--- src/rtl/dct_pkg.sv ---
// Shared types and sizes for the DCT row-stage sequencer.
package dct_pkg;

  localparam int unsigned N         = 8;
  localparam int unsigned AddrW     = 3;  // sample / bank address
  localparam int unsigned CoefAddrW = 6;  // coefficient ROM address {k,j}

  typedef enum logic [2:0] {
    StIdle,
    StLoad,
    StHold,
    StCalc,
    StFlush
  } state_e;

  // Tag that travels alongside a MAC operation: valid marks the last term (j==7) of row k.
  typedef struct packed {
    logic             valid;
    logic [AddrW-1:0] k;
  } tag_t;

endpackage

--- src/rtl/dct_tag_pipe.sv ---
// Depth-stage shift register that delays MAC tags to line up with accumulator results.
module dct_tag_pipe
  import dct_pkg::*;
#(
  parameter int unsigned Depth = 2
) (
  input  logic clk,
  input  logic rst_n,
  input  tag_t tag_in,
  output tag_t tag_out
);

  tag_t [Depth-1:0] pipe_q;

  // Shift tags one stage per cycle; reset flushes any in-flight writes.
  always_ff @(posedge clk or negedge rst_n) begin
    if (!rst_n) begin
      pipe_q <= '0;
    end else begin
      pipe_q[0] <= tag_in;
      for (int unsigned i = 1; i < Depth; i++) begin
        pipe_q[i] <= pipe_q[i-1];
      end
    end
  end

  assign tag_out = pipe_q[Depth-1];

endmodule

--- src/rtl/dct_pp_ctrl.sv ---
// Row-stage sequencer: load 8 samples, issue 64 MACs, write 8 partial products, hand off.
module dct_pp_ctrl
  import dct_pkg::*;
#(
  parameter int unsigned MAC_LAT = 2,
  parameter int unsigned ROWS    = 8
) (
  input  logic                 clk,
  input  logic                 rst_n,
  input  logic                 start,
  input  logic                 in_valid,
  output logic                 in_ready,
  output logic                 x_we,
  output logic [AddrW-1:0]     x_addr,
  output logic [CoefAddrW-1:0] c_addr,
  output logic                 mac_en,
  output logic                 mac_clr,
  output logic                 enreg,
  output logic [AddrW-1:0]     wa,
  output logic                 out_valid,
  input  logic                 out_ready,
  output logic [AddrW-1:0]     row_idx,
  output logic                 busy,
  output logic                 block_done
);

  localparam logic [AddrW-1:0]     SampLast  = AddrW'(N - 1);
  localparam logic [AddrW-1:0]     RowLast   = AddrW'(ROWS - 1);
  localparam logic [CoefAddrW-1:0] FlushLast = CoefAddrW'(MAC_LAT - 1);

  state_e                 state_q, state_d;
  logic [AddrW-1:0]       scnt_q, scnt_d;
  logic [AddrW-1:0]       row_q, row_d;
  logic [CoefAddrW-1:0]   ccnt_q, ccnt_d;  // {k,j} in CALC, cycle count in FLUSH
  logic                   out_valid_q, out_valid_d;
  logic                   block_done_q, block_done_d;
  logic [AddrW-1:0]       k, j;
  tag_t                   tag_in, tag_out;

  assign k = ccnt_q[5:3];
  assign j = ccnt_q[2:0];

  // State and counter registers.
  always_ff @(posedge clk or negedge rst_n) begin
    if (!rst_n) begin
      state_q      <= StIdle;
      scnt_q       <= '0;
      row_q        <= '0;
      ccnt_q       <= '0;
      out_valid_q  <= 1'b0;
      block_done_q <= 1'b0;
    end else begin
      state_q      <= state_d;
      scnt_q       <= scnt_d;
      row_q        <= row_d;
      ccnt_q       <= ccnt_d;
      out_valid_q  <= out_valid_d;
      block_done_q <= block_done_d;
    end
  end

  // Next-state logic and per-state strobes.
  always_comb begin
    state_d      = state_q;
    scnt_d       = scnt_q;
    row_d        = row_q;
    ccnt_d       = ccnt_q;
    block_done_d = 1'b0;
    in_ready     = 1'b0;
    x_we         = 1'b0;
    x_addr       = '0;
    c_addr       = '0;
    mac_en       = 1'b0;
    mac_clr      = 1'b0;
    unique case (state_q)
      StIdle: begin
        if (start) begin
          state_d = StLoad;
          row_d   = '0;
          scnt_d  = '0;
        end
      end
      StLoad: begin
        in_ready = 1'b1;
        x_addr   = scnt_q;
        if (in_valid) begin
          x_we   = 1'b1;
          scnt_d = scnt_q + 1'b1;
          if (scnt_q == SampLast) begin
            ccnt_d  = '0;
            state_d = out_valid_q ? StHold : StCalc;
          end
        end
      end
      StHold: begin
        // Leave as soon as the pending row is consumed on this edge.
        if (!out_valid_q || out_ready) begin
          state_d = StCalc;
        end
      end
      StCalc: begin
        mac_en  = 1'b1;
        x_addr  = j;
        c_addr  = ccnt_q;
        mac_clr = (j == '0);
        ccnt_d  = ccnt_q + 1'b1;  // wraps to 0 for the FLUSH count
        if (ccnt_q == '1) begin
          state_d = StFlush;
        end
      end
      StFlush: begin
        ccnt_d = ccnt_q + 1'b1;
        if (ccnt_q == FlushLast) begin
          ccnt_d = '0;
          scnt_d = '0;
          if (row_q == RowLast) begin
            block_done_d = 1'b1;
            row_d        = '0;
            state_d      = StIdle;
          end else begin
            row_d   = row_q + 1'b1;
            state_d = StLoad;
          end
        end
      end
      default: state_d = StIdle;
    endcase
  end

  // Tag enters with the operand; it emerges when the accumulator result reaches the bank.
  always_comb begin
    tag_in       = '0;
    tag_in.valid = (state_q == StCalc) && (j == SampLast);
    tag_in.k     = k;
  end

  dct_tag_pipe #(
    .Depth (MAC_LAT)
  ) u_tag_pipe (
    .clk     (clk),
    .rst_n   (rst_n),
    .tag_in  (tag_in),
    .tag_out (tag_out)
  );

  assign enreg = tag_out.valid;
  assign wa    = tag_out.valid ? tag_out.k : '0;

  // Output handshake: set on the final bank write, set wins over a coincident clear.
  always_comb begin
    out_valid_d = out_valid_q;
    if (out_valid_q && out_ready) begin
      out_valid_d = 1'b0;
    end
    if (tag_out.valid && (tag_out.k == SampLast)) begin
      out_valid_d = 1'b1;
    end
  end

  assign out_valid  = out_valid_q;
  assign row_idx    = row_q;
  assign busy       = (state_q != StIdle);
  assign block_done = block_done_q;

endmodule

--- config.mk ---
export PLATFORM = sky130hd
export DESIGN_NAME = dct_pp_ctrl
export DESIGN_NICKNAME = d
export VERILOG_FILES = /design/src/rtl/dct_pkg.sv /design/src/rtl/dct_tag_pipe.sv /design/src/rtl/dct_pp_ctrl.sv
export SDC_FILE = /design/constraint.sdc
export NUM_CORES = 1
export LEC_CHECK = 0
export BUFFER_PORTS_ARGS = -buffer_cell sky130_fd_sc_hd__buf_2
export CAP_MARGIN = 20
export CORE_ASPECT_RATIO = 2
export CORE_MARGIN = 10
export CORE_UTILIZATION = 50
export DETAILED_ROUTE_END_ITERATION = 12
export PLACE_DENSITY = 0.85
export SYNTH_ARGS = -nofsm -noshare
export SYNTH_HDL_FRONTEND = slang
export SYNTH_SLANG_ARGS = --single-unit
--- constraint.sdc ---
create_clock -name clk -period 4.5 [get_ports clk]
set_clock_uncertainty 0.05 [all_clocks]
set_input_delay 0.45 -clock clk [delete_from_list [all_inputs] [get_ports clk]]
set_output_delay 0.45 -clock clk [all_outputs]
set_load 0.01 [all_outputs]
==> results.md <==
- Status: finished clean
- Max-cap violations: 0
- Maximum vdd ir drop: 0.4053 mV
- Grt total ovfl: 0
- Critical path arrival: 1930 ps
- Fin nets: 172
- CP cell instances: nand3b_1 > nor3b_1 > buf_2
- Async set-reset flop share out of synthesis: 1.000
- CTS Buf Count: 3
- PortBufs: 27
- Maximum net fanout on the critical path: 25
- # rows: 26
- Initial antenna violation count: 0
- Rel. slew slack: 0.5139
- HP Class: primary input to async pin
- DR vias/cell: 5.978
- Clk Tree Root Cell: clkbuf_8
- Post-synth top area share: 0.4673
- Critical Path RT: 4000 ps
- Number of synthesized flops with an enable pin: 0
- ANT nets after route: 0
- Period utilization: 0.5402
- Post-synthesis sequential area ratio: 0.4673
- Main synth FF type: dfrtp_1
- Distinct cell type count after synthesis: 40
- Core footprint: 2570 um2
- Vias in the first global route: 1,182
- Pre-CTS setup slack: 2409 ps
- Post-CTS Resized: 0
- Die Wd: 56.59 um
- CP Capture Type: output port
- Min Tclk post-route: 2431 ps
- Cells taking the most area after synthesis: dfrtp_1 47%, ha_1 7.5%, nor2_1 3.6%
- Worst setup margin: 2069 ps
- Worst stage delay on the critical path: 820 ps
- Max H-tree Level: 1
- Setup violations, final: 0
- Die height: 93.18 um
- CTS tree: done
- Ant. Diodes: 0
- WL final: 3072 um
- CP Class: flop to output port
- Area growth, synth to finish: 14.58%
- Clock Sinks: 25
- Syn Inst Count: 132
- Hold_buf cts: 0
- Post-CTS Setup Bufs: 0
- DRC: 0
- Setup TNS: 0 ps
- Drt first pass iters: 4
- Synthesized area: 1339 um2
- GRT Total Usage: 0.1238
- Cell Pwr Density: 564.3 nW/um2
- Final count of hold timing violations: 0
- Initial core utilization: 0.5209
- Clock buffer depth: 2
- Routed WL per cell: 16.52 um
- CTS clk-pin slew, worst paths: 90 ps
- Commonest cells post-synth: 25 x dfrtp_1, 13 x nor2_1, 8 x ha_1, 8 x inv_1
- Largest net degree at the start of global routing: 26
- First-pass GRT wire length: 5395 um
- Synth warn: 0
- Routability cong.: 0.8277
- Ratio of cells with drive above 1 in the final layout: 0.2342
- Clk Latency, worst-skew pair: 280 ps
- Worst-margin pin slew: 729.2 ps
- Worst Path Buf+Inv: 1
- Syn nets: 145
- Critical path's top delay family: flip-flops
- Vias: 1,112
- RSZ-0062 raised after global routing: false
- DIE AREA: 5273 um2
- Yosys reg bits: 25
- Dpl hpwl: 2394 um
- P_leak: 0.8172 nW
- Final Max Slew Viols: 0
- Ports: 28
- Yosys top cell by area: dfrtp_1
- Critical Path Source Type: flop
- Slowest stage cell, crit path: dfrtp_1
- Count leader, synth: dfrtp_1
- Starting DRC count in detailed routing: 23
- Syn Area/Cell: 10.14 um2
- F_max: 411.4 MHz
[sequential cells by signal (all words and copies together), names as in the netlist]
signal              flops
row_idx                 3
out_valid               1
u_tag_pipe.tag_out      4
state_q                 3
u_tag_pipe.pipe_q       4
block_done              1
scnt_q                  3
ccnt_q                  6
[per-layer routing]
metal  global-route usage  vias to the layer above  part of all wire
li1                     -                      528                 -
met1               0.1211                      544              0.36
met2               0.2160                       31              0.54
met3              0.03659                        9             0.060
met4              0.08266                        0             0.033
met5                    0                        -                 0
[cell families (layout without fill, tap and decap cells)]
family / Yosys count / in the layout / share of synthesized area
and+or+nand+nor: 47 / 47 / 0.2075
DFF: 25 / 25 / 0.4673
AOI/OAI and AO/OA: 34 / 34 / 0.1645
adders and majority gates: 8 / 8 / 0.07477
muxes: 5 / 5 / 0.04486
buffers and inverters: 13 / 39 / 0.04112
[final cells by class]
class | count | area [um2]
clock inverter | 1 | 8.758
clock buffer | 3 | 41.29
tap | 28 | 35.03
multi-input combinational | 94 | 658.1
inverter | 8 | 30.03
timing repair buffer | 27 | 135.1
fill | 214 | 1036
sequential | 25 | 625.6
[metrics by stage]
| stage | power [W] | std cells | utilization | cell area [um2] | hold slack [ps] |
|---|---|---|---|---|---|
| after floorplan | 0.0005957 | 132 | - | 1339 | 104.4 |
| after global placement | 0.0007114 | 182 | 0.5774 | 1484 | 283.1 |
| after detailed placement | 0.0007349 | 182 | 0.5774 | 1484 | 286.2 |
| after CTS | 0.0008763 | 186 | 0.5969 | 1534 | 113.9 |
| after global routing | 0.0009435 | 186 | 0.5969 | 1534 | 123.6 |
| final | 0.0008656 | 186 | 0.5969 | 1534 | 91.85 |
[report_power, final]
part           internal (W)  leakage (nW)  switching [W]  total (W)
registers          0.000294         0.302      0.0000920   0.000386
clock network     0.0000650        0.0261      0.0000761   0.000141
logic              0.000155         0.489       0.000183   0.000338
total              0.000515         0.817       0.000351   0.000866
[final timing paths]
check	cells after the start	slack, ps	startpoint	end
worst max-delay path	3	2070	state_q[1]	mac_clr
max in group asynchronous	1	3950	rst_n	scnt_q[2]
min in group clk	0	300	u_tag_pipe.pipe_q[1]	u_tag_pipe.tag_out[1]
worst min register to register	0	300	u_tag_pipe.pipe_q[1]	u_tag_pipe.tag_out[1]
worst min-delay path	1	90	rst_n	u_tag_pipe.tag_out[1]
worst max register to register	4	2630	state_q[1]	ccnt_q[3]
[layout by cell type, fill, tap and decap left out, drive strengths merged, types with 2 or more instances in the layout]
cell,netlist,routed
buf,2,27
dfrtp,25,25
o21ai,8,8
nor3b,3,3
and2,4,4
inv,8,9
mux2i,3,3
a21oi,8,8
nor3,2,2
a22oi,2,2
nor2,13,13
a22o,2,2
clkbuf,3,3
mux2,2,2
nand2b,2,2
a31oi,5,5
nor2b,3,3
and3,5,5
nand2,6,6
ha,8,8
nand3,3,3
o21a,2,2
Note: power is estimated with default switching activity, not from simulation.
